**src/rtl/mem_port_arbiter_pkg.sv**
```systemverilog
// Shared types and constants for the unified-memory port arbiter.
package mem_port_arbiter_pkg;

  localparam int ADDR_W = 32;
  localparam int DATA_W = 32;

  // Width of the wait and streak counters; both parameters top out at 15.
  localparam int CNT_W = 4;

  // Access sequencer states.
  typedef enum logic [1:0] {
    ST_IDLE  = 2'd0,
    ST_ISSUE = 2'd1,
    ST_WAIT  = 2'd2,
    ST_RESP  = 2'd3
  } state_e;

  // Requester identifiers.
  typedef enum logic {
    GNT_IF = 1'b0,
    GNT_DM = 1'b1
  } gnt_e;

endpackage

```
**src/rtl/mem_port_arbiter_if.sv**
```systemverilog
// Bundle of the IF, DM and memory-macro signals around the arbiter.
// slave: the arbiter's view; master: the pipeline/memory side.
interface mem_port_arbiter_if
  import mem_port_arbiter_pkg::*;
#(
  parameter int ADDR_WIDTH = ADDR_W,
  parameter int DATA_WIDTH = DATA_W
);

  // Instruction-fetch requester (read-only)
  logic                  if_req_87;
  logic [ADDR_WIDTH-1:0] if_addr_87;
  logic [DATA_WIDTH-1:0] if_rdata_87;
  logic                  if_ack_87;

  // Data-memory requester (read/write)
  logic                  dm_req_87;
  logic                  dm_we_87;
  logic [ADDR_WIDTH-1:0] dm_addr_87;
  logic [DATA_WIDTH-1:0] dm_wdata_87;
  logic [DATA_WIDTH-1:0] dm_rdata_87;
  logic                  dm_ack_87;

  // Memory macro
  logic                  mem_en_87;
  logic                  mem_we_87;
  logic [ADDR_WIDTH-1:0] mem_addr_87;
  logic [DATA_WIDTH-1:0] mem_wdata_87;
  logic [DATA_WIDTH-1:0] mem_rdata_87;

  // Hazard-unit status
  logic                  busy_87;

  modport slave (
    input  if_req_87, if_addr_87,
    output if_rdata_87, if_ack_87,
    input  dm_req_87, dm_we_87, dm_addr_87, dm_wdata_87,
    output dm_rdata_87, dm_ack_87,
    output mem_en_87, mem_we_87, mem_addr_87, mem_wdata_87,
    input  mem_rdata_87,
    output busy_87
  );

  modport master (
    output if_req_87, if_addr_87,
    input  if_rdata_87, if_ack_87,
    output dm_req_87, dm_we_87, dm_addr_87, dm_wdata_87,
    input  dm_rdata_87, dm_ack_87,
    input  mem_en_87, mem_we_87, mem_addr_87, mem_wdata_87,
    output mem_rdata_87,
    input  busy_87
  );

endinterface

```
**src/rtl/mem_port_arbiter_arb_pick.sv**
```systemverilog
// Grant selection between IF and DM: DM wins ties unless IF has been passed
// over STARVE_LIMIT times in a row, in which case IF is forced through.
module arb_pick
  import mem_port_arbiter_pkg::*;
#(
  parameter int STARVE_LIMIT = 4
) (
  input  logic clk_87,
  input  logic rst_87,
  input  logic if_req,
  input  logic dm_req,
  input  logic take,     // sequencer is idle and accepts a request this cycle
  output gnt_e grant
);

  localparam logic [CNT_W-1:0] LIMIT = CNT_W'(STARVE_LIMIT);

  logic [CNT_W-1:0] r_streak;
  logic             w_starved;

  assign w_starved = (r_streak == LIMIT);

  // Pick the requester; IF is the default when DM is silent or IF is starved.
  always_comb begin
    // NOTE: assign a default before any conditional so no path leaves the
    // output unassigned -- otherwise synthesis infers a latch.
    grant = GNT_IF;
    if (dm_req && !(if_req && w_starved)) grant = GNT_DM;
  end

  // Count consecutive DM grants taken while IF is kept waiting.
  always_ff @(posedge clk_87 or posedge rst_87) begin
    if (rst_87) begin
      r_streak <= '0;
    end else if (!if_req) begin
      r_streak <= '0;
    end else if (take) begin
      if (grant == GNT_IF)  r_streak <= '0;
      else if (!w_starved)  r_streak <= r_streak + 1'b1;
    end
  end

endmodule

```
**src/rtl/mem_port_arbiter.sv**
```systemverilog
// Serialises IF and DM accesses onto one fixed-latency single-ported memory:
// IDLE -> ISSUE (one strobe) -> WAIT (MEM_LAT cycles) -> RESP (one ack).
module mem_port_arbiter
  import mem_port_arbiter_pkg::*;
#(
  parameter int ADDR_WIDTH   = ADDR_W,
  parameter int DATA_WIDTH   = DATA_W,
  parameter int MEM_LAT      = 2,
  parameter int STARVE_LIMIT = 4
) (
  input  logic               clk_87,
  input  logic               rst_87,
  mem_port_arbiter_if.slave  bus
);

  state_e                r_state;
  state_e                w_next;
  gnt_e                  r_gnt;
  gnt_e                  w_grant;
  logic                  r_we;
  logic [ADDR_WIDTH-1:0] r_addr;
  logic [DATA_WIDTH-1:0] r_wdata;
  logic [DATA_WIDTH-1:0] r_if_rdata;
  logic [DATA_WIDTH-1:0] r_dm_rdata;
  logic [CNT_W-1:0]      r_cnt;

  logic w_any_req;
  logic w_take;
  logic w_mem_en;
  logic w_mem_we;
  logic w_if_ack;
  logic w_dm_ack;
  logic w_busy;

  assign w_any_req = bus.if_req_87 | bus.dm_req_87;
  assign w_take    = (r_state == ST_IDLE) & w_any_req;

  arb_pick #(
    .STARVE_LIMIT (STARVE_LIMIT)
  ) u_arb_pick (
    .clk_87 (clk_87),
    .rst_87 (rst_87),
    .if_req (bus.if_req_87),
    .dm_req (bus.dm_req_87),
    .take   (w_take),
    .grant  (w_grant)
  );

  // State register.
  always_ff @(posedge clk_87 or posedge rst_87) begin
    // NOTE: clocked state uses non-blocking (<=) so every flop samples the
    // pre-edge values; blocking here would create order-dependent races.
    if (rst_87) r_state <= ST_IDLE;
    else        r_state <= w_next;
  end

  // Next-state logic; requests are only looked at in IDLE.
  always_comb begin
    w_next = r_state;
    unique case (r_state)
      ST_IDLE:  if (w_any_req)     w_next = ST_ISSUE;
      ST_ISSUE:                    w_next = ST_WAIT;
      ST_WAIT:  if (r_cnt == '0)   w_next = ST_RESP;
      ST_RESP:                     w_next = ST_IDLE;
      default:                     w_next = ST_IDLE;
    endcase
  end

  // Control outputs decoded from the current state only.
  always_comb begin
    w_mem_en = (r_state == ST_ISSUE);
    w_mem_we = (r_state == ST_ISSUE) & r_we;
    w_if_ack = (r_state == ST_RESP) & (r_gnt == GNT_IF);
    w_dm_ack = (r_state == ST_RESP) & (r_gnt == GNT_DM);
    w_busy   = (r_state != ST_IDLE);
  end

  // Latch the granted request, run the latency counter, capture read data.
  always_ff @(posedge clk_87 or posedge rst_87) begin
    if (rst_87) begin
      r_gnt      <= GNT_IF;
      r_we       <= 1'b0;
      r_addr     <= '0;
      r_wdata    <= '0;
      r_if_rdata <= '0;
      r_dm_rdata <= '0;
      r_cnt      <= '0;
    end else begin
      unique case (r_state)
        ST_IDLE: begin
          if (w_any_req) begin
            r_gnt <= w_grant;
            if (w_grant == GNT_DM) begin
              r_addr  <= bus.dm_addr_87;
              r_we    <= bus.dm_we_87;
              r_wdata <= bus.dm_wdata_87;
            end else begin
              r_addr  <= bus.if_addr_87;
              r_we    <= 1'b0;
              r_wdata <= '0;
            end
          end
        end
        ST_ISSUE: r_cnt <= CNT_W'(MEM_LAT - 1);
        ST_WAIT: begin
          if (r_cnt == '0) begin
            // Writes leave the requester's read-data register untouched.
            if (!r_we) begin
              if (r_gnt == GNT_DM) r_dm_rdata <= bus.mem_rdata_87;
              else                 r_if_rdata <= bus.mem_rdata_87;
            end
          end else begin
            r_cnt <= r_cnt - 1'b1;
          end
        end
        default: ;
      endcase
    end
  end

  assign bus.mem_en_87    = w_mem_en;
  assign bus.mem_we_87    = w_mem_we;
  assign bus.mem_addr_87  = r_addr;
  assign bus.mem_wdata_87 = r_wdata;
  assign bus.if_ack_87    = w_if_ack;
  assign bus.dm_ack_87    = w_dm_ack;
  assign bus.if_rdata_87  = r_if_rdata;
  assign bus.dm_rdata_87  = r_dm_rdata;
  assign bus.busy_87      = w_busy;

endmodule

```
**src/flat_wrapper.sv**
```systemverilog
// flat-port wrapper written by rule: the top's interface ports become plain ports
module mem_port_arbiter_flat import mem_port_arbiter_pkg::*;
#(
  parameter int ADDR_WIDTH   = ADDR_W,
  parameter int DATA_WIDTH   = DATA_W,
  parameter int MEM_LAT      = 2,
  parameter int STARVE_LIMIT = 4
)
  (clk_87, rst_87, bus_if_req_87, bus_if_addr_87, bus_if_rdata_87, bus_if_ack_87, bus_dm_req_87, bus_dm_we_87, bus_dm_addr_87, bus_dm_wdata_87, bus_dm_rdata_87, bus_dm_ack_87, bus_mem_en_87, bus_mem_we_87, bus_mem_addr_87, bus_mem_wdata_87, bus_mem_rdata_87, bus_busy_87);
  mem_port_arbiter_if #(.ADDR_WIDTH(ADDR_WIDTH), .DATA_WIDTH(DATA_WIDTH)) bus_i ();
  input  logic clk_87;
  input  logic rst_87;
  input wire logic [$bits(bus_i.if_req_87)-1:0] bus_if_req_87;
  input wire logic [$bits(bus_i.if_addr_87)-1:0] bus_if_addr_87;
  output wire logic [$bits(bus_i.if_rdata_87)-1:0] bus_if_rdata_87;
  output wire logic [$bits(bus_i.if_ack_87)-1:0] bus_if_ack_87;
  input wire logic [$bits(bus_i.dm_req_87)-1:0] bus_dm_req_87;
  input wire logic [$bits(bus_i.dm_we_87)-1:0] bus_dm_we_87;
  input wire logic [$bits(bus_i.dm_addr_87)-1:0] bus_dm_addr_87;
  input wire logic [$bits(bus_i.dm_wdata_87)-1:0] bus_dm_wdata_87;
  output wire logic [$bits(bus_i.dm_rdata_87)-1:0] bus_dm_rdata_87;
  output wire logic [$bits(bus_i.dm_ack_87)-1:0] bus_dm_ack_87;
  output wire logic [$bits(bus_i.mem_en_87)-1:0] bus_mem_en_87;
  output wire logic [$bits(bus_i.mem_we_87)-1:0] bus_mem_we_87;
  output wire logic [$bits(bus_i.mem_addr_87)-1:0] bus_mem_addr_87;
  output wire logic [$bits(bus_i.mem_wdata_87)-1:0] bus_mem_wdata_87;
  input wire logic [$bits(bus_i.mem_rdata_87)-1:0] bus_mem_rdata_87;
  output wire logic [$bits(bus_i.busy_87)-1:0] bus_busy_87;
  assign bus_i.if_req_87 = bus_if_req_87;
  assign bus_i.if_addr_87 = bus_if_addr_87;
  assign bus_if_rdata_87 = bus_i.if_rdata_87;
  assign bus_if_ack_87 = bus_i.if_ack_87;
  assign bus_i.dm_req_87 = bus_dm_req_87;
  assign bus_i.dm_we_87 = bus_dm_we_87;
  assign bus_i.dm_addr_87 = bus_dm_addr_87;
  assign bus_i.dm_wdata_87 = bus_dm_wdata_87;
  assign bus_dm_rdata_87 = bus_i.dm_rdata_87;
  assign bus_dm_ack_87 = bus_i.dm_ack_87;
  assign bus_mem_en_87 = bus_i.mem_en_87;
  assign bus_mem_we_87 = bus_i.mem_we_87;
  assign bus_mem_addr_87 = bus_i.mem_addr_87;
  assign bus_mem_wdata_87 = bus_i.mem_wdata_87;
  assign bus_i.mem_rdata_87 = bus_mem_rdata_87;
  assign bus_busy_87 = bus_i.busy_87;
  mem_port_arbiter #(.ADDR_WIDTH(ADDR_WIDTH), .DATA_WIDTH(DATA_WIDTH), .MEM_LAT(MEM_LAT), .STARVE_LIMIT(STARVE_LIMIT)) u_core (.clk_87(clk_87), .rst_87(rst_87), .bus(bus_i));
endmodule
```
**config.mk**
```make
export PLATFORM = sky130hd
export DESIGN_NAME = mem_port_arbiter_flat
export DESIGN_NICKNAME = d
export VERILOG_FILES = /design/src/rtl/mem_port_arbiter_pkg.sv /design/src/rtl/mem_port_arbiter_if.sv /design/src/rtl/mem_port_arbiter_arb_pick.sv /design/src/rtl/mem_port_arbiter.sv /design/src/flat_wrapper.sv
export SDC_FILE = /design/constraint.sdc
export NUM_CORES = 1
export LEC_CHECK = 0
export CAP_MARGIN = 10
export CORE_UTILIZATION = 33
export CTS_CLUSTER_DIAMETER = 100
export DETAILED_ROUTE_END_ITERATION = 8
export PLACE_DENSITY_LB_ADDON = 0.2
export SYNTH_ARGS = -nofsm -noshare
export SYNTH_HDL_FRONTEND = slang
export SYNTH_SLANG_ARGS = --single-unit
```
**constraint.sdc**
```tcl
create_clock -name clk_87 -period 6 [get_ports clk_87]
set_clock_uncertainty 0.2 [all_clocks]
set_input_delay 1.2 -clock clk_87 [delete_from_list [all_inputs] [get_ports clk_87]]
set_output_delay 1.2 -clock clk_87 [all_outputs]
set_load 0.1 [all_outputs]
```
Word-level counts from Yosys, hierarchy flattened
Index checks and enable logic that the tools add are counted.

cells by class
  add/sub/neg operators = 2
  $mul = 0
  div/mod/pow operators = 0
  order comparisons = 0
  equality and inequality tests = 9
  shifts and indexed selects = 0
  multiplexer cells = 13
  bitwise operators = 7
  reductions and logical operators = 13

operators with widths
  kind                   count
  $mux W32               2
  $mux W4                5
  $pmux W2 S4            1
  $pmux W4 S2            1
  $reduce_and A2 Y1      4
  $reduce_and A4 Y1      2
  $ne A2 B1 Y1 const B   3
  $add A4 B1 Y4 const B  1
  $and A1 B1 Y1          4
  $eq A2 B2 Y1 const B   2
  $eq A4 B3 Y1 const B   1
  $logic_not A4 Y1       1
  $mux W2                2
  $reduce_bool A2 Y1     2
  $sub A4 B1 Y4 const B  1
  $ne A3 B3 Y1 const B   1
  $eq A2 B1 Y1 const B   1
  $logic_and A1 B1 Y1    2
  $logic_not A2 Y1       1
  $mux W1                2
  $ne A2 B2 Y1 const B   1
  $not A1 Y1             2
  $logic_not A1 Y1       1
  $or A1 B1 Y1           1

word-level totals
  register bits after elaboration = 140
  bits in latches = 0
  RAM bits = 0
  memory bits (read-only) = 0
  output and inout port bits = 133
  logic and storage cells = 53
  memories = 0

Depth between registers and ports, before layout
Gate-level depths: netlist of run 1.

  word-level depth = 8
  gate-level depth with buffers = 8
  gate-level depth less buffers = 6

By module
A second synthesis of run 1 with hierarchy kept.

unflattened totals
  cells, all modules = 496
  area total of the unflattened synthesis = 5995.8 µm²

modules (own cells, without submodules)
  module            instances  cells each  area an instance (µm²)  sequential area each (µm²)
  mem_port_arbiter  1          468         5744.3                  3403.3
  arb_pick          1          28          251.5                   100.1

Worst setup path before layout of run 1
No wires, ideal clock.

  kind = register to output
  start point = reg u_core.r_state[1]
  end point = out bus_mem_we_87
  arrival = 2166 ps
  slack = 2434 ps
  stages on the path, launching flop included = 4
  buffers on the path = 0
  cells stage by stage = dfrtp_1 > inv_1 > ha_1 > and2_1

between the ends
  word-level cells in the longest chain between the ends = 2

RTL lines
  what                    RTL line                source
  from (decl)             mem_port_arbiter.sv:16  state_e r_state;
  from (signal assigned)  mem_port_arbiter.sv:54  else r_state <= w_next;
  $eq A2 B1 Y1            --
  net bus_mem_en_87       flat_wrapper.sv:23      output wire logic [$bits(bus_i.mem_en_87)-1:0] bus_mem_en_87;
  $and A1 B1 Y1           mem_port_arbiter.sv:72  w_mem_we = (r_state == ST_ISSUE) & r_we;
  to (decl)               flat_wrapper.sv:24      output wire logic [$bits(bus_i.mem_we_87)-1:0] bus_mem_we_87;

The timed path passes the listed nets, and every way through them passes these cells.

Worst setup path in the final report of run 1
  start point = reg u_core.r_state[0]
  end point = out bus_busy_87

between the ends
  word-level cells in the longest chain between the ends = 1

RTL lines
  what                RTL line                source
  $reduce_bool A2 Y1  mem_port_arbiter.sv:75  w_busy = (r_state != ST_IDLE);
  to (decl)           flat_wrapper.sv:28      output wire logic [$bits(bus_i.busy_87)-1:0] bus_busy_87;

No other way between the ends.

==> metrics.md, run 1 <==
| Metric | Value |
|---|---|
| Status | `finished clean` |
| Vias/cell | `4.74` |
| Tot GR Track Use | `0.180` |
| Setup crit start kind | `register` |
| R2R Path End | `u_core.bus.if_rdata_87[10]` |
| Post-DP HPWL | `10.9 mm` |
| Initial antenna violation count | `0` |
| Post-Syn Area per Cell | `12.4 sq um` |
| Antenna Violating Nets Remaining | `0` |
| # hold bufs at CTS | `0` |
| Ratio of cells with drive above 1 in the final layout | `0.0940` |
| Slew Limit Fails | `0` |
| Die Height | `133 microns` |
| Max stage delay on crit path | `1190 ps` |
| Crit. Startpoint | `u_core.r_state[0]` |
| Core Footprint | `16,700 sq um` |
| Largest net degree at the start of global routing | `103` |
| CTS sink cnt | `140` |
| Synth top area share | `0.616` |
| Dominant cell type by area after synthesis | `dfrtp_1` |
| Htree depth | `4` |
| Worst reg2reg setup slack | `3090 ps` |
| Drt initial violations | `128` |
| ANT cells | `0` |
| Slowest cell on the critical path | `clkdlybuf4s50_1` |
| Post-Route WL | `15.4 mm` |
| Worst-Margin Slew | `1150 ps` |
| Syn Inst Count | `459` |
| CTS root buf | `clkbuf_16` |
| Setup ws final | `2020 ps` |
| Clock slew at reported path FFs | `60 ps` |
| Max Clock Freq | `251 MHz` |
| Netlist cell types | `36` |
| Final design utilization | `0.547` |
| CTS-repair resized insts | `0` |
| Die ar. | `17,800 sq um` |
| Initial Utilization | `0.341` |
| GRT overflow | `0` |
| Via Count | `4,522` |
| Setup CP Type | `register to output port` |
| Synthesized flop and latch total | `140` |
| Row count | `47` |
| Worst reg2reg path depth | `6` |
| Post-CTS Setup Inserts | `0` |
| IO Port Bufs | `265` |
| CTS tree | `built` |
| Seq/Total Area, Yosys | `0.616` |
| First-pass GRT wire length | `24.6 mm` |
| Crit path time final | `3980 ps` |
| Hold/Removal Path Class | `register to register` |
| Hold Vio Cnt, Final | `0` |
| Ports | `266` |
| Post-synth EDFFs | `0` |
| Wire length per cell | `16.2 microns` |
| Synth area leaders | `dfrtp_1 (62%), mux2_1 (7.9%), a21oi_1 (5.8%), mux2_2 (5.3%), a22o_1 (5.1%)` |
| Most frequent cells after synthesis | `dfrtp_1 (140), a21oi_1 (66), mux2_1 (40), nand2_1 (36), nor2_1 (34)` |
| CP Data Required Time | `4600 ps` |
| Skew-Pair Late Insertion Delay | `410 ps` |
| Maximum clock path buffer count | `2` |
| End of the critical path | `bus_busy_87` |
| CP Max Fanout | `6` |
| Share of flip-flops with an asynchronous set or reset | `1.00` |
| Most used DFF post-synth | `dfrtp_1` |
| YS warnings | `0` |
| Setup WS pre-CTS | `2250 ps` |
| Mapped cell area | `5690 sq um` |
| Die width | `133 microns` |
| Most common cell in the synthesized netlist | `dfrtp_1` |
| Arrival @ worst endpoint | `2580 ps` |
| Setup TNS Final | `0 ps` |
| DR DRC count | `0` |
| Max-Cap Viols | `0` |
| Endpoints failing setup | `0` |
| Worst r2r src | `u_core.r_state[0]` |
| Area growth syn-to-layout | `60.5%` |
| Synthesized Nets | `600` |
| Number of global-route vias before repair | `4,823` |
| Cts bufs inserted | `17` |
| Crit path top cell by count | `inv_1` |
| CP cell instances | `inv_1, ha_1, inv_1, clkdlybuf4s50_1` |
| Max_slew headroom | `0.233` |
| Unrepaired setup endpoints after global routing | `no` |
| Drt first pass iters | `4` |
| Fill count | `1,422` |
| Post-layout nets | `862` |
| Worst setup EP type | `output port` |
| Fin crit share | `0.663` |
| Routability cong. | `0.738` |
[worst max-delay path, delay by kind of cell, from the launching register on]
family | cells | cell delay, ps
flops | 1 | 390
buf+inv | 3 | 1490
fa+ha+maj | 1 | 290
[layout make-up]
type,instances,area (sq um),share of cell area
inverters,9,38.8,0.00425
well taps,220,275,0.0301
multi-input cells,283,2020,0.221
repair buffers,270,2690,0.294
flip-flops and latches,140,3500,0.384
clock inverters,12,163,0.0178
clock buffers,20,447,0.0489
[metrics by stage]
step	hold WS (ps)	instances	area (sq um)
6_report	284	954	9140
5_1_grt	304	954	9140
4_1_cts	293	954	9140
3_5_place_dp	278	922	8530
3_3_place_gp	269	922	8530
2_1_floorplan	293	459	5690
[worst min path at each step]
stage / from / endpoint / slack [ps] / depth (start not counted)
2_1_floorplan: u_core.r_cnt[1] / u_core.r_cnt[1] / 290 / 2
3_3_place_gp: u_core.bus.if_rdata_87[25] / u_core.bus.if_rdata_87[25] / 270 / 1
3_5_place_dp: u_core.bus.if_rdata_87[31] / u_core.bus.if_rdata_87[31] / 280 / 1
4_1_cts: u_core.bus.if_rdata_87[24] / u_core.bus.if_rdata_87[24] / 290 / 1
5_1_grt: u_core.bus.if_rdata_87[24] / u_core.bus.if_rdata_87[24] / 300 / 1
6_report: u_core.bus.if_rdata_87[24] / u_core.bus.if_rdata_87[24] / 280 / 1
[cells by family (layout without fill, tap and decap cells)]
logic type,Yosys count,count (layout),synth area share
AND/OR/NAND/NOR,97,97,0.0794
multiplexers,67,67,0.133
adder cells (fa/ha/maj),8,8,0.0176
XOR/XNOR,1,1,0.00154
buffers and inverters,36,311,0.0323
AO/OA/AOI/OAI,110,110,0.121
flip-flops,140,140,0.616
[metal layers]
layer	track usage	vias up	share of wire
li1	-	2128	-
met1	0.214	2178	0.42
met2	0.299	187	0.49
met3	0.0514	29	0.067
met4	0.0859	0	0.025
met5	0	-	0
[layout by cell type (no fill, tap or decap), types with 5 or more instances in the layout]
cell,instances
mux2_2,27
nand2_1,36
a22o_1,33
buf_4,5
clkbuf_16,17
dfrtp_1,140
clkdlybuf4s50_1,265
mux2_1,40
a21oi_1,66
nor2_1,33
nor2b_1,5
inv_1,8
ha_1,8
[state kept, by name, summed over array words and instances, names as in the netlist]
signal	cells
u_core.bus.mem_wdata_87	32
u_core.u_arb_pick.r_streak	4
u_core.bus.dm_rdata_87	32
u_core.r_gnt	1
u_core.r_we	1
u_core.bus.if_rdata_87	32
u_core.r_cnt	4
u_core.r_state	2
u_core.bus.mem_addr_87	32
Power of run 1 is not shown: default switching activity piles up to over one toggle a cycle in this logic, so the estimate is an artifact.
==> run 2: changes to the inputs <==
clock period = 3.2 ns   (was 6 ns; I/O delays follow)
==> run 2 against run 1 <==
Against the previous run:
- wire length fell by 1.4%
- die area is the same
- hold slack improved by 7.0 ps
- cell area decreased by 3.1%
- critical path depth stayed put
- register-to-register slack lost 2300 ps
- core utilization down 1.7 points
==> metrics.md, run 2 (synthesis results as in run 1) <==
| Metric | Value |
|---|---|
| Status | `finished clean` |
| Largest net degree at the start of global routing | `141 (+37%)` |
| CP Data Required Time | `2360 ps (-2240 ps)` |
| CP Max Fanout | `6 (unchanged)` |
| Worst-Margin Slew | `1240 ps (+93.7 ps)` |
| Crit path time final | `2580 ps` |
| Slowest cell on the critical path | `dfrtp_1` |
| Clock slew at reported path FFs | `60 ps (about the same)` |
| Cts bufs inserted | `17 (unchanged)` |
| Post-Route WL | `15.2 mm (-1.4%)` |
| Most common cell after layout, fill and taps aside | `buf_4` |
| Die width | `133 microns (unchanged)` |
| Setup crit start kind | `register` |
| Worst path buffer plus inverter count | `3 (unchanged)` |
| # hold bufs at CTS | `0 (unchanged)` |
| Non-Filler Instances | `959 (+0.52%)` |
| Maximum clock path buffer count | `2 (unchanged)` |
| Setup ws final | `625 ps (-1400 ps)` |
| CTS-repair resized insts | `0 (unchanged)` |
| Tot GR Track Use | `0.175 (-0.00438)` |
| Worst setup EP type | `output port` |
| ANT cells | `0 (unchanged)` |
| Routability cong. | `0.751 (+1.7%)` |
| Die Height | `133 microns (unchanged)` |
| Arrival @ worst endpoint | `1740 ps (-840 ps)` |
| Hold/Removal Path Class | `register to register` |
| Placed Cells | `928 (+0.65%)` |
| CTS sink cnt | `140 (unchanged)` |
| IO Port Bufs | `265 (unchanged)` |
| Core Footprint | `16,700 sq um (unchanged)` |
| CP cell instances | `inv_1, ha_1, inv_1, buf_4` |
| Setup TNS Final | `0 ps (unchanged)` |
| Area growth syn-to-layout | `55.5%` |
| Drt initial violations | `187 (+46%)` |
| Setup WS pre-CTS | `341 ps (-1910 ps)` |
| Fill count | `1,464 (+3.0%)` |
| Most Crowded Layer GR | `met2` |
| Top delay family on crit path | `buffers and inverters` |
| Number of global-route vias before repair | `4,673 (-3.1%)` |
| Vias/cell | `4.74 (about the same)` |
| Row count | `47 (unchanged)` |
| Setup CP Type | `register to output port` |
| Initial antenna violation count | `0 (unchanged)` |
| Max Clock Freq | `388 MHz` |
| DR DRC count | `0 (unchanged)` |
| Max_slew headroom | `0.171 (-0.0625)` |
| GRT met2 Usage | `0.297 (-0.00145)` |
| Ports | `266 (unchanged)` |
| Hold Vio Cnt, Final | `0 (unchanged)` |
| Post-layout nets | `868 (+0.70%)` |
| Antenna Violating Nets Remaining | `0 (unchanged)` |
| Fin crit share | `0.805` |
| Post-CTS Setup Inserts | `0 (unchanged)` |
| M1 GR Usage | `0.205 (-0.00893)` |
| Die ar. | `17,800 sq um (unchanged)` |
| Wire length per cell | `15.9 microns (-1.9%)` |
| Htree depth | `4 (unchanged)` |
| Max-Cap Viols | `0 (unchanged)` |
| Max stage delay on crit path | `390 ps (-800 ps)` |
| Post-DP HPWL | `10.8 mm (-0.82%)` |
| Ratio of cells with drive above 1 in the final layout | `0.281 (+0.187)` |
| Met3 GRT Util | `0.0502 (-0.00114)` |
| Most frequent cells in the layout | `buf_4 (143), dfrtp_1 (140), clkdlybuf4s50_1 (132)` |
| Initial Utilization | `0.341 (unchanged)` |
| CTS root buf | `clkbuf_16` |
| GRT overflow | `0 (unchanged)` |
| Skew-Pair Late Insertion Delay | `410 ps (about the same)` |
| Drt first pass iters | `5 (+1)` |
| Crit path top cell by count | `inv_1` |
| Via Count | `4,543 (+0.46%)` |
| CTS tree | `built` |
| Unrepaired setup endpoints after global routing | `no` |
| Endpoints failing setup | `0 (unchanged)` |
| First-pass GRT wire length | `24.1 mm (-2.3%)` |
| Hold slack | `291 ps (+6.98 ps)` |
| Slew Limit Fails | `0 (unchanged)` |
==> run 2: area by class of cell <==
class	count	area, sq um	share of cell area
flip-flops and latches	140	3500	0.396
repair buffers	276	2410	0.273
clock buffers	20	457	0.0516
multi-input cells	283	2020	0.228
clock inverters	11	144	0.0163
inverters	9	37.5	0.00424
well taps	220	275	0.0311
==> run 2: worst register-to-register path: stages, from the launching register on <==
cell	delay [ps]
dfrtp_1	370
inv_1	80
ha_1	230
nand4b_1	120
and2_1	970
a21oi_1	210
a21oi_1	200
==> run 2: through the flow <==
stage | util | cell area (sq um)
floorplan | - | 5700
global placement | 0.494 | 8250
detailed placement | 0.494 | 8250
CTS | 0.530 | 8850
global route | 0.530 | 8850
finish | 0.530 | 8850
==> run 2: worst paths after layout <==
| check | from | to | cells after the start | slack, ps |
|---|---|---|---|---|
| max in group asynchronous | rst_87 | u_core.r_cnt[3] | 3 | 1620 |
| hold reg to reg | u_core.bus.if_rdata_87[31] | u_core.bus.if_rdata_87[31] | 1 | 290 |
| setup / recovery | u_core.r_state[0] | bus_busy_87 | 4 | 620 |
| setup reg to reg | u_core.u_arb_pick.r_streak[0] | u_core.bus.mem_addr_87[31] | 6 | 760 |
| min in group asynchronous | rst_87 | u_core.bus.mem_addr_87[13] | 3 | 530 |
| hold / removal | u_core.bus.if_rdata_87[31] | u_core.bus.if_rdata_87[31] | 1 | 290 |
==> run 2: per-layer routing <==
layer / vias to the layer above / wire (microns)
met2: 189 / 7540
met1: 2189 / 6280
met5: - / 0
li1: 2143 / -
met3: 22 / 1080
met4: 0 / 330
Power of run 2 is left out for the same reason.
==> run 3: changes to the inputs <==
clock period = 2.6 ns   (was 3.2 ns; I/O delays follow)
==> run 3 against run 2 <==
Against the previous run:
- hold slack got worse by 0.93 ps
- via count rose by 0.59%
- non-clock buffer count rose by 1
- sequential share of layout area fell by 0.55 points
- worst setup slack got worse by 410 ps
- final cell count rose by 0.21%
- sequential cell count did not move
- die area did not move
- core utilization rose by 0.75 points
- cell area rose by 1.4%
==> metrics.md, run 3 (synthesis results as in run 1) <==
| Metric | Value |
|---|---|
| Setup CP Type | `register to output port` |
| First-pass GRT wire length | `24.3 mm (+0.97%)` |
| DR DRC count | `0 (unchanged)` |
| Final instance area | `8970 sq um (+1.4%)` |
| Row count | `47 (unchanged)` |
| Multi-input gate area | `2020 sq um (+0.19%)` |
| Via Count | `4,570 (+0.59%)` |
| Ports | `266 (unchanged)` |
| Initial Utilization | `0.341 (unchanged)` |
| Area growth syn-to-layout | `57.7%` |
| Htree depth | `4 (unchanged)` |
| Worst r2r src | `u_core.r_state[0]` |
| Clock slew at reported path FFs | `60 ps (about the same)` |
| Most Crowded Layer GR | `met2` |
| Largest net degree at the start of global routing | `79 (-44%)` |
| Tot GR Track Use | `0.177 (+0.00226)` |
| Initial antenna violation count | `0 (unchanged)` |
| Unrepaired setup endpoints after global routing | `no` |
| Worst Min Path Start | `u_core.bus.if_rdata_87[27]` |
| Core Footprint | `16,700 sq um (unchanged)` |
| Most common cell after layout, fill and taps aside | `dfrtp_1` |
| Worst setup EP type | `output port` |
| Drt initial violations | `139 (-26%)` |
| Die Height | `133 microns (unchanged)` |
| CTS tree | `built` |
| CP Max Fanout | `6 (unchanged)` |
| Slew Limit Fails | `0 (unchanged)` |
| IO Port Bufs | `265 (unchanged)` |
| Die width | `133 microns (unchanged)` |
| Post-Route WL | `15.3 mm (+0.37%)` |
| Max Clock Freq | `419 MHz` |
| Antenna Violating Nets Remaining | `0 (unchanged)` |
| Maximum clock path buffer count | `2 (unchanged)` |
| CTS-repair resized insts | `0 (unchanged)` |
| Hold/Removal Path Class | `register to register` |
| Worst reg2reg path depth | `6 (unchanged)` |
| Max-Cap Viols | `0 (unchanged)` |
| Post-DP Area | `8370 sq um (+1.5%)` |
| Number of global-route vias before repair | `4,728 (+1.2%)` |
| Endpoints failing setup | `0 (unchanged)` |
| Placed Cells | `929 (+0.11%)` |
| Wire length per cell | `15.9 microns (+0.16%)` |
| Routability cong. | `0.740 (-1.4%)` |
| Most frequent cells in the layout | `dfrtp_1 (140), buf_4 (135), clkdlybuf4s50_1 (132)` |
| Fill count | `1,464 (unchanged)` |
| Sequential cell area | `3500 sq um (unchanged)` |
| # hold bufs at CTS | `0 (unchanged)` |
| Crit path time final | `2390 ps` |
| CTS root buf | `clkbuf_16` |
| Max_slew headroom | `0.719 (+0.549)` |
| Worst-Margin Slew | `418 ps (-826 ps)` |
| GRT met2 Usage | `0.293 (-0.00463)` |
| Arrival @ worst endpoint | `1670 ps (-70 ps)` |
| Fin crit share | `0.918` |
| Setup crit start kind | `register` |
| Die ar. | `17,800 sq um (unchanged)` |
| Worst hold stages | `1 (unchanged)` |
| M1 GR Usage | `0.215 (+0.0107)` |
| Skew-Pair Late Insertion Delay | `420 ps (about the same)` |
| Non-Filler Instances | `961 (+0.21%)` |
| Ratio of cells with drive above 1 in the final layout | `0.287 (+0.00599)` |
| Cts bufs inserted | `17 (unchanged)` |
| Worst reg2reg setup slack | `420 ps (-340 ps)` |
| Vias/cell | `4.76 (+0.38%)` |
| CP Data Required Time | `1880 ps (-480 ps)` |
| Met3 GRT Util | `0.0575 (+0.00723)` |
| ANT cells | `0 (unchanged)` |
| Status | `finished clean` |
| Post-layout nets | `869 (+0.12%)` |
| R2R Path End | `u_core.bus.if_rdata_87[19]` |
| Post-DP HPWL | `11.0 mm (+2.3%)` |
| Drt first pass iters | `4 (-1)` |
| Hold EP | `u_core.bus.if_rdata_87[27]` |
| CTS sink cnt | `140 (unchanged)` |
| GRT overflow | `0 (unchanged)` |
| Hold Vio Cnt, Final | `0 (unchanged)` |
| Post-CTS Setup Inserts | `0 (unchanged)` |
==> run 3: changes by cell type in the layout (fill, tap and decap cells not counted), moves of 2 or more <==
cell and delta:
inv_6 +4, inv_8 +3, buf_4 -8, buf_12 +9
clkbuf_8 -2, clkinv_2 -3
==> run 3: layout make-up <==
class / instances / share of cell area
clock buffers: 17 / 0.0474
clock inverters: 15 / 0.0197
inverters: 9 / 0.00418
multi-input cells: 283 / 0.225
flip-flops and latches: 140 / 0.390
well taps: 220 / 0.0307
repair buffers: 277 / 0.282
==> run 3: worst max-delay path by stage <==
stage                     slack (ps)               from                    endpoint  cells after the start
after CTS                        190  u_core.r_state[0]                 bus_busy_87                      4
after detailed placement         330      bus_dm_req_87  u_core.bus.mem_wdata_87[7]                      5
after global placement           370      bus_if_req_87   u_core.bus.mem_addr_87[2]                      6
after global routing              90  u_core.r_state[0]                 bus_busy_87                      4
final                            210  u_core.r_state[0]                 bus_busy_87                      4
after floorplan                   -2  u_core.r_state[0]               bus_if_ack_87                      2
==> run 3: metrics by stage <==
stage	hold slack, ps	TNS (ps)	worst slack [ps]	util
finish	290	0	212	0.537
global route	307	0	87.7	0.537
CTS	293	0	192	0.537
detailed placement	279	0	326	0.501
global placement	268	0	372	0.501
floorplan	293	-2.14	-2.14	-
==> run 3: worst max-delay path, cell delays in order, from the launching register on <==
cell     delay (ps)
dfrtp_1         400
inv_1           100
ha_1            290
inv_1           240
buf_12          220
==> run 3: per-layer routing <==
metal,wire length [microns],vias to the layer above
met1,6500,2210
li1,-,2148
met2,7430,193
met3,1060,19
met4,297,0
met5,0,-
Power of run 3 is left out for the same reason.
